$ cat config.mk
export PLATFORM = sky130hd
export DESIGN_NAME = tile_sprite_renderer_flat
export DESIGN_NICKNAME = d
export VERILOG_FILES = /design/src/rtl/tank_gfx_pkg.sv /design/src/rtl/tile_sprite_renderer_if.sv /design/src/rtl/tile_map_ram.sv /design/src/rtl/tile_sprite_renderer.sv /design/src/flat_wrapper.sv
export SDC_FILE = /design/constraint.sdc
export NUM_CORES = 2
export LEC_CHECK = 0
export CORE_MARGIN = 10
export CORE_UTILIZATION = 47
export DETAILED_ROUTE_END_ITERATION = 8
export PLACE_DENSITY = 0.68
export SLEW_MARGIN = 0
export SYNTH_ARGS = -nofsm -noshare
export SYNTH_HDL_FRONTEND = slang
export SYNTH_SLANG_ARGS = --single-unit
$ cat constraint.sdc
create_clock -name Clk -period 2.6 [get_ports Clk]
set_input_delay 0.52 -clock Clk [delete_from_list [all_inputs] [get_ports Clk]]
set_output_delay 0.52 -clock Clk [all_outputs]
set_load 0.1 [all_outputs]
$ cat src/rtl/tank_gfx_pkg.sv
// Shared colour type, tile code names and reset-time colour tables for the
// tank game renderer.
package tank_gfx_pkg;

    typedef struct packed {
        logic [7:0] r;
        logic [7:0] g;
        logic [7:0] b;
    } rgb_t;

    typedef enum logic [2:0] {
        TILE_EMPTY   = 3'd0,
        TILE_WALL    = 3'd1,
        TILE_BRICK   = 3'd2,
        TILE_POWERUP = 3'd3,
        TILE_SPAWN   = 3'd4
    } tile_code_e;

    localparam rgb_t RGB_BLACK   = 24'h000000;
    localparam rgb_t RGB_WALL    = 24'h505050;
    localparam rgb_t RGB_BRICK   = 24'h964B00;
    localparam rgb_t RGB_GOLD    = 24'hFFD700;
    localparam rgb_t RGB_TANK    = 24'hFF0000;
    localparam rgb_t RGB_GREEN   = 24'h005500;
    localparam rgb_t RGB_NAVY    = 24'h000055;

    function automatic rgb_t default_palette(input int unsigned idx);
        rgb_t c;
        c = RGB_BLACK;
        case (idx)
            32'(TILE_WALL):    c = RGB_WALL;
            32'(TILE_BRICK):   c = RGB_BRICK;
            32'(TILE_POWERUP): c = RGB_GOLD;
            32'(TILE_SPAWN):   c = RGB_GOLD;
            default:           c = RGB_BLACK;
        endcase
        return c;
    endfunction

    function automatic rgb_t default_spr_colour(input int unsigned idx);
        rgb_t c;
        c = RGB_BLACK;
        case (idx)
            0, 1:    c = RGB_TANK;
            2:       c = RGB_GREEN;
            3:       c = RGB_NAVY;
            default: c = RGB_BLACK;
        endcase
        return c;
    endfunction

    function automatic logic [31:0] tile_index(input logic [9:0] row,
                                               input logic [9:0] col,
                                               input int unsigned map_w);
        return 32'(row) * map_w + 32'(col);
    endfunction

endpackage

$ cat src/rtl/tile_sprite_renderer_if.sv
// Game-logic write bus into the renderer: tile map writes and palette writes.
interface tile_sprite_renderer_if #(
    parameter int unsigned MAP_AW    = 9,
    parameter int unsigned TILE_BITS = 3
);
    logic                 map_we;
    logic [MAP_AW-1:0]    map_waddr;
    logic [TILE_BITS-1:0] map_wdata;
    logic                 pal_we;
    logic [TILE_BITS:0]   pal_addr;
    logic [23:0]          pal_wdata;

    modport master (
        output map_we, map_waddr, map_wdata,
        output pal_we, pal_addr, pal_wdata
    );

    modport slave (
        input map_we, map_waddr, map_wdata,
        input pal_we, pal_addr, pal_wdata
    );
endinterface

$ cat src/rtl/tile_map_ram.sv
// Tile map storage: one write port, one synchronous read port, old data on
// same-address collision. No reset so it maps onto block RAM.
module tile_map_ram #(
    parameter int unsigned DEPTH = 300,
    parameter int unsigned AW    = 9,
    parameter int unsigned DW    = 3
)(
    input  logic          i_clk,
    input  logic          i_we,
    input  logic [AW-1:0] i_waddr,
    input  logic [DW-1:0] i_wdata,
    input  logic [AW-1:0] i_raddr,
    output logic [DW-1:0] o_rdata
);
    logic [DW-1:0] r_mem [DEPTH];
    logic [DW-1:0] r_rdata;

    always_ff @(posedge i_clk) begin
        if (i_we && (32'(i_waddr) < DEPTH)) begin
            r_mem[i_waddr] <= i_wdata;
        end
        r_rdata <= r_mem[i_raddr];
    end

    assign o_rdata = r_rdata;
endmodule

$ cat src/rtl/tile_sprite_renderer.sv
// Two-register pixel pipeline: tile map + sprites + palette -> registered RGB,
// aligned to blank delayed by two clocks.
module tile_sprite_renderer
    import tank_gfx_pkg::*;
#(
    parameter int unsigned TILE_LOG2  = 5,
    parameter int unsigned MAP_W      = 20,
    parameter int unsigned MAP_H      = 15,
    parameter int unsigned TILE_BITS  = 3,
    parameter int unsigned N_SPR      = 4,
    parameter int unsigned N_FG       = 2,
    parameter int unsigned SPR_SIZE   = 32,
    parameter int unsigned BLINK_LOG2 = 4
)(
    input  logic             Clk,
    input  logic             Reset_n,
    input  logic [9:0]       DrawX,
    input  logic [9:0]       DrawY,
    input  logic             blank,
    input  logic [9:0]       spr_x [N_SPR],
    input  logic [9:0]       spr_y [N_SPR],
    input  logic [N_SPR-1:0] spr_en,
    input  logic [N_SPR-1:0] spr_blink,
    tile_sprite_renderer_if.slave bus,
    output logic [7:0]       Red,
    output logic [7:0]       Green,
    output logic [7:0]       Blue,
    output logic             blank_out,
    output logic [15:0]      frame_cnt
);
    localparam int unsigned MAP_N  = MAP_W * MAP_H;
    localparam int unsigned MAP_AW = $clog2(MAP_N);
    localparam int unsigned N_PAL  = 1 << TILE_BITS;

    logic [9:0]           w_col;
    logic [9:0]           w_row;
    logic                 w_in_map;
    logic [MAP_AW-1:0]    w_raddr;
    logic [TILE_BITS-1:0] w_ram_rdata;
    logic [N_SPR-1:0]     w_hit;
    logic                 w_new_frame;

    logic [9:0]           r_s0_x;
    logic [9:0]           r_s0_y;
    logic                 r_s1_blank;
    logic                 r_s1_oor;
    logic [N_SPR-1:0]     r_s1_hit;
    logic [15:0]          r_frame_cnt;

    rgb_t                 r_pal     [N_PAL];
    rgb_t                 r_spr_col [N_PAL];
    rgb_t                 r_rgb;
    logic                 r_blank_out;

    logic [TILE_BITS-1:0] w_code;
    logic                 w_fg_any;
    logic                 w_bg_any;
    rgb_t                 w_fg_col;
    rgb_t                 w_bg_col;
    rgb_t                 w_pix;

    assign w_col    = DrawX >> TILE_LOG2;
    assign w_row    = DrawY >> TILE_LOG2;
    assign w_in_map = (32'(w_col) < MAP_W) && (32'(w_row) < MAP_H);
    assign w_raddr  = w_in_map ? MAP_AW'(tile_index(w_row, w_col, MAP_W)) : '0;

    tile_map_ram #(
        .DEPTH (MAP_N),
        .AW    (MAP_AW),
        .DW    (TILE_BITS)
    ) u_map (
        .i_clk   (Clk),
        .i_we    (bus.map_we),
        .i_waddr (bus.map_waddr),
        .i_wdata (bus.map_wdata),
        .i_raddr (w_raddr),
        .o_rdata (w_ram_rdata)
    );

    // 11-bit compares keep sprites near the right/bottom edge from wrapping.
    for (genvar i = 0; i < N_SPR; i++) begin : g_spr
        logic [10:0] w_x0;
        logic [10:0] w_y0;
        logic [10:0] w_px;
        logic [10:0] w_py;
        assign w_x0 = {1'b0, spr_x[i]};
        assign w_y0 = {1'b0, spr_y[i]};
        assign w_px = {1'b0, DrawX};
        assign w_py = {1'b0, DrawY};
        assign w_hit[i] = spr_en[i]
                        && (w_px >= w_x0) && (w_px < w_x0 + 11'(SPR_SIZE))
                        && (w_py >= w_y0) && (w_py < w_y0 + 11'(SPR_SIZE))
                        && (!spr_blink[i] || !r_frame_cnt[BLINK_LOG2]);
    end

    assign w_new_frame = (DrawX == '0) && (DrawY == '0)
                      && !((r_s0_x == '0) && (r_s0_y == '0));

    // Sprite hits are resolved before the edge, so this register and the RAM
    // output register together form the stage-1 state.
    always_ff @(posedge Clk or negedge Reset_n) begin
        if (!Reset_n) begin
            r_s0_x      <= '0;
            r_s0_y      <= '0;
            r_s1_blank  <= 1'b1;
            r_s1_oor    <= 1'b1;
            r_s1_hit    <= '0;
            r_frame_cnt <= '0;
        end else begin
            r_s0_x     <= DrawX;
            r_s0_y     <= DrawY;
            r_s1_blank <= blank;
            r_s1_oor   <= !w_in_map;
            r_s1_hit   <= w_hit;
            if (w_new_frame) begin
                r_frame_cnt <= r_frame_cnt + 16'd1;
            end
        end
    end

    always_ff @(posedge Clk or negedge Reset_n) begin
        if (!Reset_n) begin
            for (int unsigned i = 0; i < N_PAL; i++) begin
                r_pal[i]     <= default_palette(i);
                r_spr_col[i] <= default_spr_colour(i);
            end
        end else if (bus.pal_we) begin
            if (bus.pal_addr[TILE_BITS]) begin
                r_spr_col[bus.pal_addr[TILE_BITS-1:0]] <= bus.pal_wdata;
            end else begin
                r_pal[bus.pal_addr[TILE_BITS-1:0]] <= bus.pal_wdata;
            end
        end
    end

    always_comb begin
        w_code   = r_s1_oor ? '0 : w_ram_rdata;
        w_fg_any = 1'b0;
        w_bg_any = 1'b0;
        w_fg_col = RGB_BLACK;
        w_bg_col = RGB_BLACK;
        for (int unsigned i = 0; i < N_SPR; i++) begin
            if (r_s1_hit[i]) begin
                if (i < N_FG) begin
                    if (!w_fg_any) begin
                        w_fg_any = 1'b1;
                        w_fg_col = r_spr_col[i];
                    end
                end else if (!w_bg_any) begin
                    w_bg_any = 1'b1;
                    w_bg_col = r_spr_col[i];
                end
            end
        end

        if (r_s1_blank) begin
            w_pix = RGB_BLACK;
        end else if (w_fg_any) begin
            w_pix = w_fg_col;
        end else if (w_code != '0) begin
            w_pix = r_pal[w_code];
        end else if (w_bg_any) begin
            w_pix = w_bg_col;
        end else begin
            w_pix = r_pal[0];
        end
    end

    always_ff @(posedge Clk or negedge Reset_n) begin
        if (!Reset_n) begin
            r_rgb       <= RGB_BLACK;
            r_blank_out <= 1'b1;
        end else begin
            r_rgb       <= w_pix;
            r_blank_out <= r_s1_blank;
        end
    end

    assign Red       = r_rgb.r;
    assign Green     = r_rgb.g;
    assign Blue      = r_rgb.b;
    assign blank_out = r_blank_out;
    assign frame_cnt = r_frame_cnt;
endmodule

$ cat src/flat_wrapper.sv
// flat-port wrapper written by rule: the top's interface ports become plain ports
module tile_sprite_renderer_flat import tank_gfx_pkg::*;
#(
    parameter int unsigned TILE_LOG2  = 5,
    parameter int unsigned MAP_W      = 20,
    parameter int unsigned MAP_H      = 15,
    parameter int unsigned TILE_BITS  = 3,
    parameter int unsigned N_SPR      = 4,
    parameter int unsigned N_FG       = 2,
    parameter int unsigned SPR_SIZE   = 32,
    parameter int unsigned BLINK_LOG2 = 4
)
  (Clk, Reset_n, DrawX, DrawY, blank, spr_x, spr_y, spr_en, spr_blink, Red, Green, Blue, blank_out, frame_cnt, bus_map_we, bus_map_waddr, bus_map_wdata, bus_pal_we, bus_pal_addr, bus_pal_wdata);
  tile_sprite_renderer_if #(.MAP_AW((9)), .TILE_BITS(TILE_BITS)) bus_i ();
  input  logic Clk;
  input  logic Reset_n;
  input  logic [9:0] DrawX;
  input  logic [9:0] DrawY;
  input  logic blank;
  input  logic [9:0] spr_x[N_SPR];
  input  logic [9:0] spr_y[N_SPR];
  input  logic [N_SPR-1:0] spr_en;
  input  logic [N_SPR-1:0] spr_blink;
  output logic [7:0] Red;
  output logic [7:0] Green;
  output logic [7:0] Blue;
  output logic blank_out;
  output logic [15:0] frame_cnt;
  input wire logic [$bits(bus_i.map_we)-1:0] bus_map_we;
  input wire logic [$bits(bus_i.map_waddr)-1:0] bus_map_waddr;
  input wire logic [$bits(bus_i.map_wdata)-1:0] bus_map_wdata;
  input wire logic [$bits(bus_i.pal_we)-1:0] bus_pal_we;
  input wire logic [$bits(bus_i.pal_addr)-1:0] bus_pal_addr;
  input wire logic [$bits(bus_i.pal_wdata)-1:0] bus_pal_wdata;
  assign bus_i.map_we = bus_map_we;
  assign bus_i.map_waddr = bus_map_waddr;
  assign bus_i.map_wdata = bus_map_wdata;
  assign bus_i.pal_we = bus_pal_we;
  assign bus_i.pal_addr = bus_pal_addr;
  assign bus_i.pal_wdata = bus_pal_wdata;
  tile_sprite_renderer #(.TILE_LOG2(TILE_LOG2), .MAP_W(MAP_W), .MAP_H(MAP_H), .TILE_BITS(TILE_BITS), .N_SPR(N_SPR), .N_FG(N_FG), .SPR_SIZE(SPR_SIZE), .BLINK_LOG2(BLINK_LOG2)) u_core (.Clk(Clk), .Reset_n(Reset_n), .DrawX(DrawX), .DrawY(DrawY), .blank(blank), .spr_x(spr_x), .spr_y(spr_y), .spr_en(spr_en), .spr_blink(spr_blink), .bus(bus_i), .Red(Red), .Green(Green), .Blue(Blue), .blank_out(blank_out), .frame_cnt(frame_cnt));
endmodule
---- After elaboration in Yosys (flattened, before gate mapping) ----
Memories as Yosys holds them, arrays and structs flattened. A register that Yosys moved wholly into a read port is not among the register bits.
Cells that the tools add are included.
cells by class
  shift-type cells ........................ 0
  mux-type cells .......................... 25
  multipliers ............................. 1
  order comparisons ....................... 22
  $add $sub $neg .......................... 10
  divide/modulo/power cells ............... 0
  reductions and logical operators ........ 44
  equality and inequality tests ........... 0
  bitwise gates (word level) .............. 3
operators by type and width
  cell                                                         number
  bitwise mux 192 bit                                          2
  two-way mux 24 bit                                           13
  adder 10 x 6 -> 11 bit (second input constant)               8
  less-than comparator 10 x 11 -> 1 bit                        8
  greater-or-equal comparator 10 bit                           8
  binary-select mux 24 bit (select 3 bit)                      1
  demux 24 bit (select 3 bit)                                  1
  logical NOT 10 bit                                           4
  logical AND 1 bit                                            26
  adder 16 x 1 -> 16 bit (second input constant)               1
  adder 9 x 5 -> 9 bit                                         1
  less-than comparator 9 bit (second input constant)           1
  two-way mux 9 bit                                            1
  greater-or-equal comparator 4 bit (second input constant)    2
  inverter 3 -> 4 bit                                          2
  logical NOT 1 bit                                            7
  multiplier 5 x 3 -> 7 bit (second input constant)            1
  two-way mux 1 bit                                            6
  less-than comparator 5 x 4 -> 1 bit (second input constant)  1
  less-than comparator 5 bit (second input constant)           1
  logical OR 1 bit                                             4
  less-than comparator 4 x 1 -> 1 bit (second input constant)  1
  AND reduction 2 bit                                          2
  two-way mux 3 bit                                            1
  other kinds (2)                                              2
storage, ports and cells
  bits in read-only memories .............. 0
  latch bits .............................. 0
  memories ................................ 1
  bits of input ports ..................... 153
  register bits after elaboration ......... 451
  bits in writable memories ............... 900
  output and inout bits ................... 41
memory list
  memory              words  bits a word  read ports  clocked after Yosys merged registers in  wr ports  line                text
  u_core.u_map.r_mem  300    3            1           1                                        1         tile_map_ram.sv:15  logic [DW-1:0] r_mem [DEPTH];

---- Depth between registers and ports, before layout ----
  word-level depth ........................ 8
  mapped depth ............................ 14
  mapped depth without buffers ............ 13

---- Cells and area by module ----
Synthesis repeated with hierarchy kept, for this count alone.
second synthesis, totals
  cell total of the unflattened synthesis .. 3551
  area, all modules ....................... 56140.1 µm²
modules (own cells, without submodules)
  module                seq. area each (µm²)  cells an instance  times used  area an instance (µm²)
  tile_map_ram          27086.0               1932               1           36366.1
  tile_sprite_renderer  8969.9                1619               1           19774.0

---- Least setup slack after synthesis ----
Ideal clock, no wire load.
  path kind ............................... input-to-reg
  start ................................... in DrawY[6]
  end ..................................... reg u_core.u_map.r_rdata[2], in the netlist u_core.u_map.o_rdata[2], read port of u_core.u_map.r_mem
  required time ........................... 2480 ps
  stages .................................. 13
  data arrival time ....................... 2938 ps
  setup slack ............................. -458 ps
  cells stage by stage .................... ha_1 ha_1 inv_1 fa_1 nor2b_1 and4_1 o21ai_0 or2_2 a31oi_1 nand4_1 o31a_1 a32o_1 o31a_1
between the ends
  cells in the longest elaborated chain, start to end .. 3
  elaborated cells on any way between the ends .. 5
  classes of those cells .................. 1 x add/sub; 1 x mul; 1 x order compare; 1 x mux; 1 x reduce/logical
ends and longest elaborated chain
  item                                                                              line                                            text
  from (decl)                                                                       flat_wrapper.sv:18                              input logic [9:0] DrawY;
  multiplier 5 x 3 -> 7 bit or less-than comparator 5 x 4 -> 1 bit (tied branches)  tank_gfx_pkg.sv:55, tile_sprite_renderer.sv:64
  adder 9 x 5 -> 9 bit or logical AND 1 bit (tied branches)                         tank_gfx_pkg.sv:55, tile_sprite_renderer.sv:64
  two-way mux 9 bit (*)                                                             tile_sprite_renderer.sv:65                      assign w_raddr = w_in_map ? MAP_AW'(tile_index(w_row, w_col, MAP_W)) : '0;
  to (decl)                                                                         tile_map_ram.sv:16                              logic [DW-1:0] r_rdata;
Mark *: on every way between the ends. The rest lies on a longest branch, timed or not.
A chain may end at the register's enable or synchronous reset.

---- Worst setup path after layout ----
  start ................................... in DrawY[5]
  end ..................................... reg u_core.u_map.r_rdata[2], in the netlist u_core.u_map.o_rdata[2], read port of u_core.u_map.r_mem
Same word-level chain as after synthesis.

==> impl_metrics.env <==
export IMPL_drive_gt1_share_pct=28.5
export IMPL_path_buf_inv=2
export IMPL_gr_total_overflow=0
export IMPL_cts_buffer_depth=3
export IMPL_max_slew_margin_pct=47.6
export IMPL_grt_usage_pct=25.0
export IMPL_synth_fp_nets=4578
export IMPL_netlist_instances=4285
export IMPL_cp_top_family="compound AO/OA/AOI/OAI gates"
export IMPL_dpl_hpwl_um=115000
export IMPL_die_w_um=367
export IMPL_crit_chain="buf_12, ha_4, fa_2, buf_12, or3_4, o211ai_1, a32o_2, nor4_2, nand3_1, a32oi_1, nand4_1, a32o_2, o31a_1"
export IMPL_cts_sinks=1258
export IMPL_setup_ws_ns=0.00488
export IMPL_synthFlopType="edfxtp_1"
export IMPL_ff2ff_path_depth=8
export IMPL_cp_data_arrival_time_ns=3.24
export IMPL_timing_rr_start="u_core.u_map.r_mem[254][2]$_DFFE_PP_"
export IMPL_netlist_area_sq_um=56600
export IMPL_io_buffers=193
export IMPL_ys_warn_count=0
export IMPL_cts_root_buf="clkbuf_16"
export IMPL_htreeDepth=4
export IMPL_finalHoldViolations=0
export IMPL_post_place_ws_ns=-1.76
export IMPL_clk_pin_slew_worst_paths_ns=0.06
export IMPL_grt_pass1_wl_um=257000
export IMPL_worstPathRequired_ns=3.24
export IMPL_ir_drop_mv=0.742
export IMPL_tightest_slew_ns=0.786
export IMPL_yosysUniqueCellTypes=80
export IMPL_fillerInstances=9416
export IMPL_n_antenna_cell=0
export IMPL_cts_tree="yes"
export IMPL_area_growth_synth_to_final_pct=23.4
export IMPL_drtIter0Drc=4484
export IMPL_synth_area_leader_cell="edfxtp_1"
export IMPL_rows=127
export IMPL_die_area_sq_um=135000
export IMPL_syn_avg_cell_area_sq_um=13.2
export IMPL_post_route_period_util_pct=99.8
export IMPL_drv_slew=0
export IMPL_grt_pass1_vias=39576
export IMPL_rsz0062_at_grt="yes"
export IMPL_antenna_found_initial=2
export IMPL_numCtsBuffers=135
export IMPL_cp_slowest_cell="fa_2"
export IMPL_antenna_left=0
export IMPL_hold_depth=2
export IMPL_start_kind="input pin"
export IMPL_netlist_top_cells_area="edfxtp_1 (48%), dfrtp_1 (13%), mux2_2 (7.6%)"
export IMPL_wl_per_cell_um=26.2
export IMPL_setup_viol=0
export IMPL_initial_utilization_pct=47.3
export IMPL_boundaryPins=194
export IMPL_total_power_mw=51.1
export IMPL_core_sq_um=120000
export IMPL_synth_top_area_share_pct=47.7
export IMPL_rrSetupSlack_ns=0.30
export IMPL_clock_latency_ns=0.78
export IMPL_max_stage_delay_ns=0.71
export IMPL_powerDensity_nw_per_um2=731
export IMPL_vias_per_cell=6.01
export IMPL_cap_viol_max_count=0
export IMPL_routed_wl_um=174000
export IMPL_layout_nets=5196
export IMPL_crit_fanout=4
export IMPL_fin_crit_ns=2.60
export IMPL_outcome="complete, no violations"
export IMPL_synth_async_reset_ratio_pct=28.2
export IMPL_gp_congestion=0.994
export IMPL_drc=0
export IMPL_num_vias=39829
export IMPL_worstReg2RegEnd="u_core.u_map.o_rdata[2]$_DFF_P_"
export IMPL_fmax_mhz=385
export IMPL_seq_area_frac_synth_pct=63.7
export IMPL_hold_path_startpoint="DrawY[6]"
export IMPL_synth_seq_cells=1258
export IMPL_grt_max_degree=85
export IMPL_path_class="input pin to flip-flop"
export IMPL_synth_edf_count=900
export IMPL_p_leak_nw=26.3
export IMPL_end_kind="flip-flop"
export IMPL_hp_class="input pin to flip-flop"
export IMPL_fin_skew_ns=0.0277
export IMPL_die_h_um=367
export IMPL_hold_end="u_core.r_s0_y[6]$_DFF_PN0_"
export IMPL_drtPass1Iterations=6
## timing repair
item / 4_1_cts / 5_1_grt
cloned: 0 / 0
resized for setup: 98 / 82
endpoints found under the setup margin: 4 / 6
hold buffers: 1 / 0
setup buffers: 20 / 8
endpoints found under the hold margin: 41 / 0
pin swaps: 27 / 41
## synth_stat cells (all sizes together), types with 23 or more instances
cell      n
a21oi   166
mux2i   238
nor2b    28
ha      138
dfrtp   286
o21ai   187
dfstp    69
nand3   105
buf     119
edfxtp  900
clkbuf  166
mux4     30
o22ai    87
nor2    437
mux2    381
o221ai   37
nor4     31
a31oi    38
nand4    32
nand2   296
inv     104
xnor2    37
a211oi   46
nand2b   24
o211ai   23
nor3     54
## metrics by stage
step	setup TNS [ns]	cell area, sq um	cells	utilization [%]	hold WS [ns]
6_report	0	69900	6625	58.4	0.0746
5_1_grt	-0.110	69900	6625	58.4	0.0644
4_1_cts	-0.0224	69600	6622	58.1	0.0152
3_5_place_dp	-14.10	64700	6354	54.0	0.483
3_3_place_gp	-13.59	64700	6354	54.0	0.481
2_1_floorplan	-0.527	56800	4285	-	0.224
## worst register-to-register path, delay by kind of cell (launching register included)
family          cells  cell delay (ns)
compound gates      5             1.39
flops               1             0.37
simple gates        2             0.23
buf+inv             1             0.18
## cell usage in the layout (no fill, tap or decap), types with 16 or more instances in the layout
cell	n
clkinv_2	20
nor4_1	22
nor2b_1	26
clkbuf_16	140
mux2_2	381
dfrtp_1	286
nand2b_1	23
a22oi_1	18
nand2_1	292
a211oi_1	42
buf_4	504
a21oi_1	162
dfstp_2	69
o21a_1	21
clkbuf_8	16
xnor2_1	37
clkbuf_1	28
nand4_1	32
buf_12	89
o221ai_1	36
clkdlybuf4s50_1	138
o211ai_1	23
o21ai_0	168
nor3_1	42
inv_1	100
ha_1	132
o22ai_1	85
nor2_1	428
mux2i_1	238
nand3_1	95
buf_6	24
clkinv_1	17
mux4_2	30
edfxtp_1	900
a31oi_1	36
## layer usage
metal	routed length [um]	track usage, %	share of wire (%)	up-vias
met3	17200	5.37	9.9	432
met1	69600	33.4	40	19841
met2	79900	39.8	46	2238
met5	18	0	0.010	-
met4	7130	9.98	4.1	4
li1	-	-	-	17314
## logic make-up (layout without fill, tap and decap cells)
kind of cell	after synthesis	after routing	share of synthesized area (%)
buffers and inverters	391	1119	2.93
muxes	649	649	13.0
AOI/OAI and AO/OA	752	752	8.50
and+or+nand+nor	1052	1052	8.15
xor gates and xnor gates	43	43	0.678
DFF	1258	1258	63.7
adders and majority gates	140	140	3.12
## worst max-delay path by stage
stage | from | to | depth (start not counted)
2_1_floorplan | DrawY[8] | u_core.u_map.o_rdata[2]$_DFF_P_ | 13
3_3_place_gp | DrawY[6] | u_core.u_map.o_rdata[1]$_DFF_P_ | 14
3_5_place_dp | DrawY[6] | u_core.u_map.o_rdata[1]$_DFF_P_ | 14
4_1_cts | DrawX[8] | u_core.u_map.o_rdata[1]$_DFF_P_ | 12
5_1_grt | DrawY[5] | u_core.u_map.o_rdata[2]$_DFF_P_ | 13
6_report | DrawY[5] | u_core.u_map.o_rdata[2]$_DFF_P_ | 13
## final cells by class
| type | count | area [sq um] | area share (%) |
|---|---|---|---|
| repair buffers | 766 | 7330 | 10.5 |
| clock inverters | 66 | 692 | 0.990 |
| multi-input cells | 2636 | 19600 | 28.1 |
| well taps | 1612 | 2020 | 2.89 |
| clock buffers | 181 | 3790 | 5.42 |
| flip-flops and latches | 1258 | 36100 | 51.6 |
| inverters | 106 | 399 | 0.571 |
## power by group
group          leakage (nW)  switching (mW)  internal, mW  total (mW)
combinational          11.8            4.53          3.74        8.27
clock                  2.17            8.19          11.1        19.3
sequential             12.4           0.658          22.9        23.5
## flip-flops by register name (all words and copies together), names as in the netlist, 10 cells and up
name,flops
u_core.r_s0_x,10
u_core.u_map.r_mem,900
u_core.frame_cnt,16
u_core.r_pal,192
u_core.r_spr_col,96
u_core.r_s0_y,10
Power figures use the tool's default switching activity.
